### src/rtl/rtc_bus_arbiter_if.sv
// RTC bus arbiter signal bundle: requester command/handshake side plus the
// multiplexed address/data pad side. The arbiter uses the slave modport.
interface rtc_bus_arbiter_if;
  logic [2:0]  req;
  logic [2:0]  rnw;
  logic [23:0] addr;
  logic [23:0] wdata;
  logic [2:0]  gnt;
  logic [2:0]  done;
  logic [7:0]  rdata;
  logic        busy;
  logic        cs_n;
  logic        rd_n;
  logic        wr_n;
  logic        a_d;
  logic [7:0]  ad_out;
  logic        ad_oe;
  logic [7:0]  ad_in;

  modport slave (
    input  req, rnw, addr, wdata, ad_in,
    output gnt, done, rdata, busy, cs_n, rd_n, wr_n, a_d, ad_out, ad_oe
  );

  modport master (
    output req, rnw, addr, wdata, ad_in,
    input  gnt, done, rdata, busy, cs_n, rd_n, wr_n, a_d, ad_out, ad_oe
  );
endinterface

### src/rtl/rtc_bus_arbiter.sv
// Three-way arbiter and bus-cycle generator for the multiplexed RTC bus.
// Optional RTC_ARB_ROUND_ROBIN_EN alternates write/read when both are pending.
module rtc_bus_arbiter #(
  parameter int unsigned T_PULSE = 4,
  parameter int unsigned T_GAP   = 2,
  parameter int unsigned CNT_W   = 4
) (
  input logic             clk,
  input logic             reset,
  rtc_bus_arbiter_if.slave bus
);

  typedef enum logic [2:0] {IDLE, ADDR, ADDR_GAP, DATA, DATA_GAP, DONE} state_t;

  localparam logic [CNT_W-1:0] PULSE_LD = CNT_W'(T_PULSE - 1);
  localparam logic [CNT_W-1:0] GAP_LD   = CNT_W'(T_GAP - 1);

  state_t           state_q, state_d;
  logic [CNT_W-1:0] cnt_q, cnt_d;
  logic [2:0]       gnt_q, gnt_d, done_q, done_d;
  logic             rnw_q, rnw_d;
  logic [7:0]       addr_q, addr_d, wdata_q, wdata_d, rdata_q, rdata_d;
  logic             busy_q, busy_d, cs_n_q, cs_n_d, rd_n_q, rd_n_d, wr_n_q, wr_n_d;
  logic             a_d_q, a_d_d, ad_oe_q, ad_oe_d;
  logic [7:0]       ad_out_q, ad_out_d;
  logic [2:0]       win_oh;
  logic             sel_rnw;
  logic [7:0]       sel_addr, sel_wdata;
`ifdef RTC_ARB_ROUND_ROBIN_EN
  logic             fav_wr_q, fav_wr_d;
`endif

  // Init always wins; write/read tie broken by fixed order or by the pointer.
  always_comb begin
    win_oh    = 3'b100;
    sel_rnw   = bus.rnw[2];
    sel_addr  = bus.addr[23:16];
    sel_wdata = bus.wdata[23:16];
    if (bus.req[0]) begin
      win_oh    = 3'b001;
      sel_rnw   = bus.rnw[0];
      sel_addr  = bus.addr[7:0];
      sel_wdata = bus.wdata[7:0];
`ifdef RTC_ARB_ROUND_ROBIN_EN
    end else if (bus.req[1] && (!bus.req[2] || fav_wr_q)) begin
`else
    end else if (bus.req[1]) begin
`endif
      win_oh    = 3'b010;
      sel_rnw   = bus.rnw[1];
      sel_addr  = bus.addr[15:8];
      sel_wdata = bus.wdata[15:8];
    end
  end

  always_comb begin
    state_d = state_q;
    cnt_d   = cnt_q;
    gnt_d   = gnt_q;
    rnw_d   = rnw_q;
    addr_d  = addr_q;
    wdata_d = wdata_q;
    rdata_d = rdata_q;
`ifdef RTC_ARB_ROUND_ROBIN_EN
    fav_wr_d = fav_wr_q;
`endif
    unique case (state_q)
      IDLE: if (|bus.req) begin
        state_d = ADDR;
        cnt_d   = PULSE_LD;
        gnt_d   = win_oh;
        rnw_d   = sel_rnw;
        addr_d  = sel_addr;
        wdata_d = sel_wdata;
      end
      ADDR: if (cnt_q == '0) begin
        state_d = ADDR_GAP;
        cnt_d   = GAP_LD;
      end else cnt_d = cnt_q - CNT_W'(1);
      ADDR_GAP: if (cnt_q == '0) begin
        state_d = DATA;
        cnt_d   = PULSE_LD;
      end else cnt_d = cnt_q - CNT_W'(1);
      DATA: if (cnt_q == '0) begin
        state_d = DATA_GAP;
        cnt_d   = GAP_LD;
        if (rnw_q) rdata_d = bus.ad_in;
      end else cnt_d = cnt_q - CNT_W'(1);
      DATA_GAP: if (cnt_q == '0) state_d = DONE;
      else cnt_d = cnt_q - CNT_W'(1);
      DONE: begin
        state_d = IDLE;
        gnt_d   = '0;
`ifdef RTC_ARB_ROUND_ROBIN_EN
        if (gnt_q[1]) fav_wr_d = 1'b0;
        else if (gnt_q[2]) fav_wr_d = 1'b1;
`endif
      end
      default: state_d = IDLE;
    endcase
  end

  // Pad outputs are decoded from the next state so they register with it.
  always_comb begin
    cs_n_d   = 1'b1;
    rd_n_d   = 1'b1;
    wr_n_d   = 1'b1;
    a_d_d    = 1'b1;
    ad_oe_d  = 1'b0;
    ad_out_d = ad_out_q;
    done_d   = '0;
    busy_d   = (state_d != IDLE);
    unique case (state_d)
      ADDR: begin
        cs_n_d   = 1'b0;
        wr_n_d   = 1'b0;
        a_d_d    = 1'b0;
        ad_oe_d  = 1'b1;
        ad_out_d = addr_d;
      end
      ADDR_GAP: begin
        a_d_d   = 1'b0;
        ad_oe_d = 1'b1;
      end
      DATA: begin
        cs_n_d = 1'b0;
        if (rnw_d) rd_n_d = 1'b0;
        else begin
          wr_n_d   = 1'b0;
          ad_oe_d  = 1'b1;
          ad_out_d = wdata_d;
        end
      end
      DONE:    done_d = gnt_q;
      default: ;
    endcase
  end

  always_ff @(posedge clk or posedge reset) begin
    if (reset) begin
      state_q  <= IDLE;
      cnt_q    <= '0;
      gnt_q    <= '0;
      done_q   <= '0;
      rnw_q    <= 1'b0;
      addr_q   <= '0;
      wdata_q  <= '0;
      rdata_q  <= '0;
      busy_q   <= 1'b0;
      cs_n_q   <= 1'b1;
      rd_n_q   <= 1'b1;
      wr_n_q   <= 1'b1;
      a_d_q    <= 1'b1;
      ad_oe_q  <= 1'b0;
      ad_out_q <= '0;
`ifdef RTC_ARB_ROUND_ROBIN_EN
      fav_wr_q <= 1'b1;
`endif
    end else begin
      state_q  <= state_d;
      cnt_q    <= cnt_d;
      gnt_q    <= gnt_d;
      done_q   <= done_d;
      rnw_q    <= rnw_d;
      addr_q   <= addr_d;
      wdata_q  <= wdata_d;
      rdata_q  <= rdata_d;
      busy_q   <= busy_d;
      cs_n_q   <= cs_n_d;
      rd_n_q   <= rd_n_d;
      wr_n_q   <= wr_n_d;
      a_d_q    <= a_d_d;
      ad_oe_q  <= ad_oe_d;
      ad_out_q <= ad_out_d;
`ifdef RTC_ARB_ROUND_ROBIN_EN
      fav_wr_q <= fav_wr_d;
`endif
    end
  end

  assign bus.gnt    = gnt_q;
  assign bus.done   = done_q;
  assign bus.rdata  = rdata_q;
  assign bus.busy   = busy_q;
  assign bus.cs_n   = cs_n_q;
  assign bus.rd_n   = rd_n_q;
  assign bus.wr_n   = wr_n_q;
  assign bus.a_d    = a_d_q;
  assign bus.ad_out = ad_out_q;
  assign bus.ad_oe  = ad_oe_q;

endmodule

### src/flat_wrapper.sv
// flat-port wrapper written by rule: the top's interface ports become plain ports
module rtc_bus_arbiter_flat 
#(
  parameter int unsigned T_PULSE = 4,
  parameter int unsigned T_GAP   = 2,
  parameter int unsigned CNT_W   = 4
)
  (clk, reset, bus_req, bus_rnw, bus_addr, bus_wdata, bus_ad_in, bus_gnt, bus_done, bus_rdata, bus_busy, bus_cs_n, bus_rd_n, bus_wr_n, bus_a_d, bus_ad_out, bus_ad_oe);
  rtc_bus_arbiter_if bus_i ();
  input logic clk;
  input logic reset;
  input wire logic [$bits(bus_i.req)-1:0] bus_req;
  input wire logic [$bits(bus_i.rnw)-1:0] bus_rnw;
  input wire logic [$bits(bus_i.addr)-1:0] bus_addr;
  input wire logic [$bits(bus_i.wdata)-1:0] bus_wdata;
  input wire logic [$bits(bus_i.ad_in)-1:0] bus_ad_in;
  output wire logic [$bits(bus_i.gnt)-1:0] bus_gnt;
  output wire logic [$bits(bus_i.done)-1:0] bus_done;
  output wire logic [$bits(bus_i.rdata)-1:0] bus_rdata;
  output wire logic [$bits(bus_i.busy)-1:0] bus_busy;
  output wire logic [$bits(bus_i.cs_n)-1:0] bus_cs_n;
  output wire logic [$bits(bus_i.rd_n)-1:0] bus_rd_n;
  output wire logic [$bits(bus_i.wr_n)-1:0] bus_wr_n;
  output wire logic [$bits(bus_i.a_d)-1:0] bus_a_d;
  output wire logic [$bits(bus_i.ad_out)-1:0] bus_ad_out;
  output wire logic [$bits(bus_i.ad_oe)-1:0] bus_ad_oe;
  assign bus_i.req = bus_req;
  assign bus_i.rnw = bus_rnw;
  assign bus_i.addr = bus_addr;
  assign bus_i.wdata = bus_wdata;
  assign bus_i.ad_in = bus_ad_in;
  assign bus_gnt = bus_i.gnt;
  assign bus_done = bus_i.done;
  assign bus_rdata = bus_i.rdata;
  assign bus_busy = bus_i.busy;
  assign bus_cs_n = bus_i.cs_n;
  assign bus_rd_n = bus_i.rd_n;
  assign bus_wr_n = bus_i.wr_n;
  assign bus_a_d = bus_i.a_d;
  assign bus_ad_out = bus_i.ad_out;
  assign bus_ad_oe = bus_i.ad_oe;
  rtc_bus_arbiter #(.T_PULSE(T_PULSE), .T_GAP(T_GAP), .CNT_W(CNT_W)) u_core (.clk(clk), .reset(reset), .bus(bus_i));
endmodule
### config.mk
export PLATFORM = sky130hd
export DESIGN_NAME = rtc_bus_arbiter_flat
export DESIGN_NICKNAME = d
export VERILOG_FILES = /design/src/rtl/rtc_bus_arbiter_if.sv /design/src/rtl/rtc_bus_arbiter.sv /design/src/flat_wrapper.sv
export SDC_FILE = /design/constraint.sdc
export NUM_CORES = 1
export LEC_CHECK = 0
export ABC_AREA = 1
export CAP_MARGIN = 20
export CORE_MARGIN = 1.5
export CORE_UTILIZATION = 49
export CTS_CLUSTER_DIAMETER = 100
export DETAILED_ROUTE_END_ITERATION = 8
export DONT_BUFFER_PORTS = 1
export PLACE_DENSITY = 0.64
export SLEW_MARGIN = 40
export SYNTH_ARGS = -nofsm -noshare
export SYNTH_HDL_FRONTEND = slang
export SYNTH_SLANG_ARGS = --single-unit
### constraint.sdc
create_clock -name clk -period 2.3 [get_ports clk]
set_input_delay 0.115 -clock clk [delete_from_list [all_inputs] [get_ports clk]]
set_output_delay 0.115 -clock clk [all_outputs]
set_load 0.02 [all_outputs]
=== After elaboration in Yosys (flattened, before gate mapping) ===
Cells that the tools add are included.

* Register bits: 52
* Output and inout port bits: 28

* Add/sub/neg operators: 1
* Eq/ne operators: 12
* Multiplexer cells: 37
* Reduce and logical (&&, ||, !) cells: 14

{| class="wikitable"
|+ Operators by type and width
! operator !! count
|-
| $mux 8 || 9
|-
| $mux 3 || 9
|-
| $mux 4 || 4
|-
| $pmux 4 s4 || 1
|-
| $pmux 8 s2 || 1
|-
| $pmux 3 s5 || 1
|-
| $eq 3x2->1 const B || 4
|-
| $eq 3x3->1 const B || 3
|-
| $mux 1 || 9
|-
| $eq 3x1->1 const B || 2
|-
| $pmux 3 s2 || 1
|-
| $reduce_and 3->1 || 2
|-
| $reduce_or 2->1 || 3
|-
| $logic_not 4->1 || 1
|-
| $ne 2x2->1 const B || 2
|-
| $pmux 1 s2 || 2
|-
| $reduce_and 2->1 || 2
|-
| $reduce_bool 2->1 || 2
|-
| $reduce_bool 4->1 || 1
|-
| $sub 4x1->4 const B || 1
|-
| $logic_not 3->1 || 1
|-
| $reduce_bool 3->1 || 1
|-
| $reduce_or 3->1 || 1
|-
| $ne 2x1->1 const B || 1
|}

=== Depth between registers and ports, before layout ===
Gate-level depths: netlist of the first run.

* Word-level depth: 6
* Gate-level depth with buffers: 12

=== Least setup slack after synthesis of the first run ===
Ideal clock, no wire load.

* Path kind: register to register
* Start: reg u_core.cnt_q[0]
* End: reg u_core.ad_out_q[0] (netlist: u_core.bus.ad_out[0])
* Setup time: 0.116 ns
* Arrival: 1.402 ns
* Slack: 0.782 ns
* Cell stages (with the launch flop): 11
* Path buffers: 0
* Period minus slack after synthesis: 1.518 ns
* Cell sequence: dfrtp_1 > inv_1 > ha_1 > nand2_1 > inv_1 > a21oi_1 > nand2_1 > inv_1 > nand2_4 > nand2_1 > nand2_1

* Cells in the longest elaborated chain, start to end: 6
* Elaborated cells between the ends (all ways): 12
* Those cells by class: 3 x eq/ne; 6 x mux; 3 x reduce/logical

{| class="wikitable"
|+ RTL lines
! element !! line !! source
|-
| start: declaration || rtc_bus_arbiter.sv:19 || <nowiki>logic [CNT_W-1:0] cnt_q, cnt_d;</nowiki>
|-
| start signal: assignment || rtc_bus_arbiter.sv:161 || <nowiki>cnt_q <= cnt_d;</nowiki>
|-
| $logic_not 4->1 * || n/a ||
|-
| $mux 3, on equally long branches || n/a ||
|-
| $pmux 3 s5 * || rtc_bus_arbiter.sv:67 || <nowiki>unique case (state_q)</nowiki>
|-
| $eq 3x2->1 or $eq 3x1->1 (tied branches) || rtc_bus_arbiter.sv:113 || <nowiki>unique case (state_d)</nowiki>
|-
| $ne 2x2->1 (no line) or $reduce_bool 2->1 (tied branches) || n/a ||
|-
| $reduce_and 2->1 (no line) || n/a ||
|-
| end signal: assignment || rtc_bus_arbiter.sv:174 || <nowiki>ad_out_q <= ad_out_d;</nowiki>
|-
| end: declaration || rtc_bus_arbiter.sv:25 || <nowiki>logic [7:0] ad_out_q, ad_out_d;</nowiki>
|}

Every way passes the cells marked *; elsewhere a longest branch is shown, timed or not.
A chain may end at the register's enable or synchronous reset.

=== Worst setup path after layout of the first run ===
* Start: reg u_core.cnt_q[0]
* End: reg u_core.ad_out_q[3] (netlist: u_core.bus.ad_out[3])

Same word-level chain as after synthesis.

==> flow_metrics.env, run 1 <==
export IMPL_start_util_pct=51.69
export IMPL_cap_violations=0
export IMPL_groute_usage_overall_pct=20.32
export IMPL_n_antenna_cell=0
export IMPL_p_leak_nw=1.429
export IMPL_hold_viol=0
export IMPL_worstSetupPathType="flop to flop"
export IMPL_antenna_left=0
export IMPL_synth_seq_cells=52
export IMPL_met2_usage_pct=38.32
export IMPL_place_gp_congestion=0.8585
export IMPL_grt_pass1_wl_um=9618
export IMPL_via_per_inst=5.091
export IMPL_ir_drop_mv=0.5827
export IMPL_grt_pass1_vias=2168
export IMPL_syn_area_um2=2674
export IMPL_first_pass_iters=6
export IMPL_cp_end_kind="flop"
export IMPL_hold_slack_ns=0.03787
export IMPL_crit_arrival_ns=2.20
export IMPL_setup_viol=0
export IMPL_grt_overflow=0
export IMPL_whs_path_depth=3
export IMPL_clock_path_buffers=2
export IMPL_outcome="finished clean"
export IMPL_cts_resized_gates=0
export IMPL_r2r_end="u_core.bus.ad_out[3]"
export IMPL_relSlewSlack_pct=64.13
export IMPL_num_rows=26
export IMPL_yosys_warnings=0
export IMPL_cts_tree="built"
export IMPL_worstRegToRegCells=11
export IMPL_dp_hpwl_um=4151
export IMPL_worst_slew_pin_slew_ns=0.5324
export IMPL_worstHoldEndpoint="u_core.bus.gnt[1]"
export IMPL_powerDensity_nw_per_um2=1522
export IMPL_die_area_um2=5909
export IMPL_area_growth_pct=8.517
export IMPL_die_width_um=76.87
export IMPL_hold_class="input pin to flop"
export IMPL_antenna_found_initial=0
export IMPL_ios=92
export IMPL_r2r_start="u_core.cnt_q[0]"
export IMPL_clk_latency_ns=0.31
export IMPL_htreeDepth=2
export IMPL_setup_tns_ns=0
export IMPL_syn_nets=394
export IMPL_layout_drive_gt1_share_pct=14.79
export IMPL_core_um2=5172
export IMPL_cp_start_kind="flop"
export IMPL_route_vias_total=2077
export IMPL_cts_setup_buffers=0
export IMPL_skew_ns=0.005178
export IMPL_fp_dieH_um=76.87
export IMPL_drtIter0Drc=65
export IMPL_nets=403
export IMPL_met1_usage_pct=22.49
export IMPL_cts_root_buf="clkbuf_8"
export IMPL_grt_use_met3_pct=4.524
export IMPL_rsz0062_at_grt="false"
export IMPL_routed_wl_um=5436
export IMPL_drcViolationCount=0
export IMPL_clkSinkCount=52
export IMPL_grt_max_degree=23
export IMPL_rrSetupSlack_ns=0.31
export IMPL_port_buffers=0
export IMPL_fmax_ghz=0.5025
export IMPL_min_period_ns=1.990
export IMPL_crit_required_ns=2.51
export IMPL_wl_per_cell_um=13.32
export IMPL_slew_viol_final=0
export IMPL_clk_pin_slew_ns=0.10
export IMPL_synth_cells=328
export IMPL_period_share_pct=86.53
export IMPL_cp_max_fo=13
export IMPL_synth_cell_type_count=28
export IMPL_ys_seq_area_share_pct=48.85
export IMPL_grt_busiest_layer="met2"
export IMPL_hold_start="bus_req[0]"
export IMPL_synth_avg_cell_area_um2=8.152
export IMPL_cts_buffers=5
export IMPL_utilization_pct=56.10
sequential cells by signal (all words and copies together), names as in the netlist:
signal and flops:
u_core.bus.cs_n 1, u_core.rnw_q 1, u_core.bus.done 3, u_core.bus.ad_out 8, u_core.cnt_q 4, u_core.bus.rd_n 1
u_core.addr_q 8, u_core.wdata_q 8, u_core.bus.a_d 1, u_core.state_q 3, u_core.bus.ad_oe 1, u_core.bus.rdata 8
u_core.bus.wr_n 1, u_core.bus.gnt 3, u_core.bus.busy 1
cells in the final DEF, fill, tap and decap left out, drive strengths merged, types with 5 or more instances in the layout:
| cell | n |
|---|---|
| nand2 | 105 |
| nor2 | 64 |
| dfrtp | 48 |
| nand3 | 43 |
| inv | 25 |
| o21ai | 10 |
| dlygate4sd3 | 9 |
| mux2 | 8 |
| clkbuf | 5 |
repair_timing:
action | 4_1_cts | 5_1_grt
endpoints found under the setup margin | 0 | 0
hold endpoints to repair | 37 | 0
hold buffers | 9 | 0
Yosys cell counts (all sizes together):
library cell,n,area (um2)
nor2,64,306.5
o31ai,2,15.01
inv,24,90.09
dfrtp,48,1201
nand2,105,414.1
o21ai,10,50.04
ha,2,25.02
mux2,8,90.09
buf,11,95.09
dfstp,4,105.1
or2,2,12.52
xor2,1,8.760
nand3,43,227.7
o22ai,1,6.260
a21oi,3,26.28
cells by family (layout without fill, tap and decap cells):
group	after synthesis	in the layout	share of synthesized area, %
compound gates	16	16	3.650
buf+inv	35	45	6.926
mux	8	8	3.369
simple gates	214	214	35.94
fa+ha+maj	2	2	0.9357
xor+xnor	1	1	0.3276
flops	52	52	48.85
where the power goes:
group | switching, W | internal, W
combinational | 0.00125 | 0.000663
sequential | 0.000486 | 0.00138
clock | 0.000310 | 0.000328
worst max-delay path: stages (launching register included):
cell and delay, ns:
dfrtp_1 0.40, inv_1 0.10, ha_1 0.20, nand2_1 0.11, nand2_1 0.07, nand3_1 0.09
nand2_2 0.22, nand2_1 0.27, nor2_1 0.24, nor2_4 0.08, nand2_1 0.06, nand2_1 0.05
routing by layer:
layer	vias to the layer above	share of wire, %
met5	-	0
met4	0	1.2
met3	9	3.8
met2	45	53
met1	975	42
li1	1048	-
worst max-delay path by stage:
| stage | from | slack [ns] | end | cells after the start |
|---|---|---|---|---|
| after floorplan | u_core.cnt_q[0] | 0.78 | u_core.bus.ad_out[0] | 10 |
| after global placement | u_core.state_q[0] | 0.39 | u_core.bus.ad_out[3] | 10 |
| after detailed placement | u_core.cnt_q[0] | 0.32 | u_core.bus.ad_out[3] | 11 |
| after CTS | u_core.cnt_q[0] | 0.30 | u_core.bus.ad_out[3] | 11 |
| after global routing | u_core.cnt_q[0] | 0.01 | u_core.bus.ad_out[5] | 11 |
| final | u_core.cnt_q[0] | 0.31 | u_core.bus.ad_out[3] | 11 |
metrics by stage:
stage / setup slack, ns / power, W / area, um2 / cells
6_report: 0.3098 / 0.004415 / 2902 / 408
3_5_place_dp: 0.3177 / 0.003809 / 2696 / 391
3_3_place_gp: 0.3922 / 0.003776 / 2696 / 391
2_1_floorplan: 0.7817 / 0.003496 / 2674 / 328
4_1_cts: 0.3002 / 0.004475 / 2902 / 408
5_1_grt: 0.01468 / 0.004862 / 2902 / 408
layout make-up:
class / instances / area (um2)
Multi-Input combinational cell: 241 / 1182
Tap cell: 70 / 87.58
Clock inverter: 3 / 46.29
Timing Repair Buffer: 13 / 120.1
Fill cell: 503 / 2271
Sequential cell: 52 / 1306
Inverter: 24 / 90.09
Clock buffer: 5 / 68.82
Note: power is estimated with default switching activity, not from simulation.
==> run 2, diff against run 1 <==
- clock period: 2.3 -> 2.55 ns (I/O delays scaled with it)
==> run 2 against run 1 <==
Power fell by 12%. Sequential share of layout area rose by 0.47 points. Maximum frequency rose by 0.41%. First-iteration DRC count rose by 63%. Register-to-register slack improved by 0.26 ns.
==> flow_metrics.env, run 2 (synthesis results as in run 1) <==
export IMPL_setup_viol=0
export IMPL_cts_root_buf="clkbuf_8"
export IMPL_cp_start_kind="flop"
export IMPL_slew_viol_final=0
export IMPL_slowest_stage="dfrtp_1"
export IMPL_grt_max_degree=53
export IMPL_layout_drive_gt1_share_pct=14.29
export IMPL_start_util_pct=51.69
export IMPL_worst_path_buf_inv=1
export IMPL_period_share_pct=77.73
export IMPL_ir_drop_mv=0.5179
export IMPL_crit_required_ns=2.75
export IMPL_cts_setup_buffers=0
export IMPL_fmax_ghz=0.5045
export IMPL_cts_buffers=5
export IMPL_die_area_um2=5909
export IMPL_utilization_pct=55.52
export IMPL_grt_overflow=0
export IMPL_core_um2=5172
export IMPL_clockPowerShare_pct=12.7
export IMPL_p_leak_nw=1.408
export IMPL_relSlewSlack_pct=57.62
export IMPL_p_sw_share_pct=47.09
export IMPL_antenna_found_initial=0
export IMPL_crit_arrival_ns=2.18
export IMPL_p_switching_w=0.001836
export IMPL_met1_usage_pct=24.32
export IMPL_drcViolationCount=0
export IMPL_path_delay_family="simple AND/OR/NAND/NOR gates"
export IMPL_area_growth_pct=7.393
export IMPL_hold_slack_ns=0.05331
export IMPL_cp_max_fo=22
export IMPL_cap_violations=0
export IMPL_cts_hold_buf=9
export IMPL_drtIter0Drc=106
export IMPL_htreeDepth=2
export IMPL_num_rows=26
export IMPL_grt_busiest_layer="met2"
export IMPL_dp_hpwl_um=4097
export IMPL_grt_use_met3_pct=4.881
export IMPL_antenna_left=0
export IMPL_wl_per_cell_um=13.42
export IMPL_cts_resized_gates=0
export IMPL_ios=92
export IMPL_n_antenna_cell=0
export IMPL_layout_common_cells="nand2_1, nor2_1, dfrtp_1, nand3_1, inv_1"
export IMPL_worstSetupPathType="flop to flop"
export IMPL_seq_area_um2=1306
export IMPL_combPwrFrac_pct=44.0
export IMPL_cts_tree="built"
export IMPL_nets=401
export IMPL_worst_slew_pin_slew_ns=0.6357
export IMPL_multiInputGateArea_um2=1182
export IMPL_hold_class="input pin to flop"
export IMPL_cpMostUsedCell="nand2_1"
export IMPL_outcome="finished clean"
export IMPL_path_cells="nor2_2 -> nand2_2 -> inv_2 -> nand2_4 -> nand2_2 -> nand2_1 -> nor2_1 -> nor2_4 -> nand2_1 -> nand2_1"
export IMPL_internal_power_w=0.002063
export IMPL_max_stage_delay_ns=0.43
export IMPL_die_width_um=76.87
export IMPL_min_period_ns=1.982
export IMPL_hold_viol=0
export IMPL_via_per_inst=5.108
export IMPL_clkSinkCount=52
export IMPL_clock_path_buffers=2
export IMPL_place_gp_congestion=0.8274
export IMPL_p_total_w=0.003899
export IMPL_clk_pin_slew_ns=0.10
export IMPL_seqPwrFrac_pct=43.3
export IMPL_cp_end_kind="flop"
export IMPL_routed_wl_um=5448
export IMPL_setup_tns_ns=0
export IMPL_fillers=506
export IMPL_first_pass_iters=7
export IMPL_route_vias_total=2074
export IMPL_skew_ns=0.01102
export IMPL_met2_usage_pct=36.11
export IMPL_groute_usage_overall_pct=20.15
export IMPL_layout_commonest_cell="nand2_1"
export IMPL_port_buffers=0
export IMPL_powerDensity_nw_per_um2=1358
export IMPL_grt_pass1_vias=2102
export IMPL_fp_dieH_um=76.87
export IMPL_rsz0062_at_grt="false"
export IMPL_clk_latency_ns=0.30
export IMPL_grt_pass1_wl_um=9556
==> run 2: cell types whose count changed in the layout (fill, tap and decap cells not counted), sizes merged <==
cell	previous run	this run
clkbuf	5	6
inv	25	24
bufinv	1	0
buf	4	2
clkinvlp	1	2
==> run 2: final timing paths <==
check | to | slack (ns) | depth (start not counted) | from
max | u_core.bus.ad_out[3] | 0.57 | 10 | u_core.state_q[0]
min | u_core.bus.gnt[1] | 0.05 | 3 | bus_req[0]
max reg2reg | u_core.bus.ad_out[3] | 0.57 | 10 | u_core.state_q[0]
min reg2reg | u_core.cnt_q[0] | 0.48 | 1 | u_core.cnt_q[0]
max in group asynchronous | u_core.cnt_q[0] | 1.73 | 2 | reset
min in group asynchronous | u_core.bus.ad_out[1] | 0.39 | 2 | reset
==> run 2: power groups by stage <==
stage / Sequential (W) / Clock, W / Combinational, W
floorplan: 0.00165 / 0 / 0.00150
global placement: 0.00170 / 0 / 0.00170
detailed placement: 0.00171 / 0 / 0.00173
CTS: 0.00169 / 0.000507 / 0.00174
global route: 0.00174 / 0.000543 / 0.00199
finish: 0.00169 / 0.000494 / 0.00172
==> run 2: final cells by class <==
cell class | instances | share of cell area (%)
clock buffers | 6 | 2.876
multi-input cells | 241 | 41.18
clock inverters | 2 | 0.5229
well taps | 70 | 3.050
repair buffers | 11 | 3.660
inverters | 24 | 3.224
flip-flops and latches | 52 | 45.49
==> run 2: layer usage <==
layer / part of all wire, % / vias to the layer above
met3: 4.8 / 4
met1: 43 / 973
met2: 52 / 54
met4: 0.79 / 0
met5: 0 / -
li1: - / 1043
==> run 2: worst min-delay path, cell delays in order <==
cell and delay (ns):
nor2_4 0.05, nand2_1 0.06, o21ai_0 0.07
==> run 2: per-stage QoR <==
stage          instances  instance area [um2]  setup WS, ns
6_report             406                 2872        0.5679
5_1_grt              406                 2872        0.2763
4_1_cts              406                 2872        0.5515
3_5_place_dp         389                 2684        0.5569
3_3_place_gp         389                 2681        0.6247
2_1_floorplan        328                 2674         1.032
==> run 3, diff against run 2 <==
- ABC_AREA: 1 -> 0
- PLACE_DENSITY: 0.64 -> 0.66
- clock period: 2.55 -> 1.7 ns (I/O delays scaled with it)
==> run 3 against run 2 <==
The run now ends with setup timing left. Clock power grew 87%. Combinational power grew 120%. Hold slack lost 0.050 ns. Largest power group unchanged.
==> flow_metrics.env, run 3 <==
export IMPL_outcome="finished, violations left"
export IMPL_violations="setup timing"
export IMPL_synth_commonest_cells="dfrtp_1, o21ai_0, mux2i_1, nand2_1"
export IMPL_clkSinkCount=52
export IMPL_fin_ws_ns=-0.04224
export IMPL_place_gp_congestion=0.9151
export IMPL_min_period_ns=1.742
export IMPL_worst_slew_pin_slew_ns=0.6062
export IMPL_wl_per_cell_um=19.11
export IMPL_hold_class="input pin to flop"
export IMPL_period_share_pct=102.5
export IMPL_syn_area_um2=2809
export IMPL_setup_tns_ns=-0.2240
export IMPL_slew_viol_final=0
export IMPL_fp_dieH_um=78.72
export IMPL_layout_commonest_cell="dfrtp_1"
export IMPL_cp_end_kind="flop"
export IMPL_clk_latency_ns=0.31
export IMPL_nets=387
export IMPL_antenna_left=0
export IMPL_cts_root_buf="clkbuf_8"
export IMPL_die_area_um2=6196
export IMPL_async_flop_share_pct=100.0
export IMPL_area_growth_pct=31.14
export IMPL_worstSetupPathType="flop to flop"
export IMPL_cp_max_fo=6
export IMPL_cts_buffers=5
export IMPL_synth_seq_cells=52
export IMPL_drtIter0Drc=118
export IMPL_synth_cells=276
export IMPL_ys_seq_area_share_pct=46.50
export IMPL_synth_avg_cell_area_um2=10.18
export IMPL_grt_max_degree=28
export IMPL_yosysMostFrequentCell="dfrtp_1"
export IMPL_relSlewSlack_pct=59.16
export IMPL_multiInputGateArea_um2=1629
export IMPL_routed_wl_um=7528
export IMPL_yosys_most_used_dff="dfrtp_1"
export IMPL_dp_cells=361
export IMPL_powerDensity_nw_per_um2=1966
export IMPL_fillers=426
export IMPL_die_width_um=78.72
export IMPL_start_util_pct=51.01
export IMPL_synth_area_leaders="dfrtp_1, mux2i_1, mux2_2"
export IMPL_p_total_w=0.007242
export IMPL_dp_hpwl_um=4991
export IMPL_setup_viol=10
export IMPL_drcViolationCount=0
export IMPL_seq_area_um2=1306
export IMPL_num_rows=27
export IMPL_synth_cell_type_count=52
export IMPL_core_um2=5507
export IMPL_cap_violations=0
export IMPL_grt_overflow=0
export IMPL_p_leak_nw=1.598
export IMPL_crit_required_ns=1.93
export IMPL_ios=92
export IMPL_route_vias_total=2333
export IMPL_pre_cts_ws_ns=-0.1022
export IMPL_synth_area_leader_cell="dfrtp_1"
export IMPL_n_antenna_cell=0
export IMPL_groute_usage_overall_pct=25.28
export IMPL_synth_top_cell_area_share_pct=42.76
export IMPL_clock_path_buffers=2
export IMPL_port_buffers=0
export IMPL_stdcell_count=394
export IMPL_grt_pass1_wl_um=11990
export IMPL_antenna_found_initial=0
export IMPL_layout_drive_gt1_share_pct=33.85
export IMPL_hold_viol=0
export IMPL_fmax_ghz=0.5740
export IMPL_rsz0062_at_grt="true"
export IMPL_cts_tree="built"
export IMPL_ir_drop_mv=0.8667
export IMPL_clk_pin_slew_ns=0.09
export IMPL_yosys_warnings=0
export IMPL_cp_start_kind="flop"
export IMPL_first_pass_iters=5
export IMPL_htreeDepth=2
export IMPL_skew_ns=0.005597
export IMPL_layout_common_cells="dfrtp_1, buf_4, dlygate4sd3_1, mux2i_1, a21oi_1"
export IMPL_synth_edf_count=0
export IMPL_via_per_inst=5.921
export IMPL_syn_nets=342
export IMPL_grt_pass1_vias=2364
export IMPL_crit_arrival_ns=1.97
run 3: worst paths after layout:
kind                              startpoint                   end  slack (ns)  cells after the start
max                          u_core.cnt_q[1]  u_core.bus.ad_out[0]       -0.04                      7
min                             bus_wdata[5]     u_core.wdata_q[5]       0.004                      3
max reg2reg                  u_core.cnt_q[1]  u_core.bus.ad_out[0]       -0.04                      7
min reg2reg                u_core.wdata_q[1]     u_core.wdata_q[1]        0.49                      2
max in group asynchronous              reset       u_core.bus.cs_n        0.82                      3
min in group asynchronous              reset     u_core.wdata_q[3]        0.23                      2
run 3: power by group:
group	total, W	switching (W)	internal [W]	leakage [nW]
Combinational	0.00373	0.00190	0.00183	0.905
Sequential	0.00258	0.000731	0.00185	0.628
Clock	0.000926	0.000407	0.000520	0.0645
Total	0.00724	0.00304	0.00421	1.60
run 3: worst max-delay path, cell delays in order (launching register included):
cell and delay [ns]:
dfrtp_1 0.39, inv_2 0.08, ha_4 0.14, nor3b_4 0.28
mux2i_2 0.31, buf_6 0.18, o21ai_4 0.07, a31oi_1 0.19
run 3: per-stage QoR:
stage / instance area [um2] / hold WS, ns / util (%)
6_report: 3684 / 0.003633 / 66.89
2_1_floorplan: 2815 / 0.2355 / -
3_3_place_gp: 3047 / 0.003415 / 55.33
5_1_grt: 3684 / 0.009022 / 66.89
4_1_cts: 3461 / 0.004203 / 62.85
3_5_place_dp: 3047 / 0.009152 / 55.33
run 3: layer usage:
layer / up-vias / track usage [%] / part of all wire (%)
met5: - / 0 / 0
met4: 0 / 8.750 / 1.6
met1: 1143 / 32.86 / 42
met2: 82 / 41.81 / 51
li1: 1096 / - / -
met3: 12 / 5.287 / 5.4
run 3: area by class of cell:
class / instances / area share [%]
Clock buffer: 7 / 2.615
Clock inverter: 1 / 0.8152
Inverter: 9 / 1.053
Multi-Input combinational cell: 197 / 44.23
Sequential cell: 52 / 35.46
Tap cell: 72 / 2.446
Timing Repair Buffer: 56 / 13.38
run 3: cells by family after synthesis:
logic type	synth area share, %
adders and majority gates	1.603
xor gates and xnor gates	0.6237
buffers and inverters	4.989
muxes	10.07
and+or+nand+nor	14.52
AOI/OAI and AO/OA	21.69
DFF	46.50
run 3: repair_timing:
| action | in CTS | in global routing |
|---|---|---|
| setup endpoints to repair | 23 | 30 |
| pin swaps | 12 | 12 |
| gates resized for setup | 32 | 37 |
| buffers inserted | 5 | 4 |
| endpoints found under the hold margin | 34 | 1 |
| cloned | 0 | 1 |
| hold buffers | 16 | 2 |
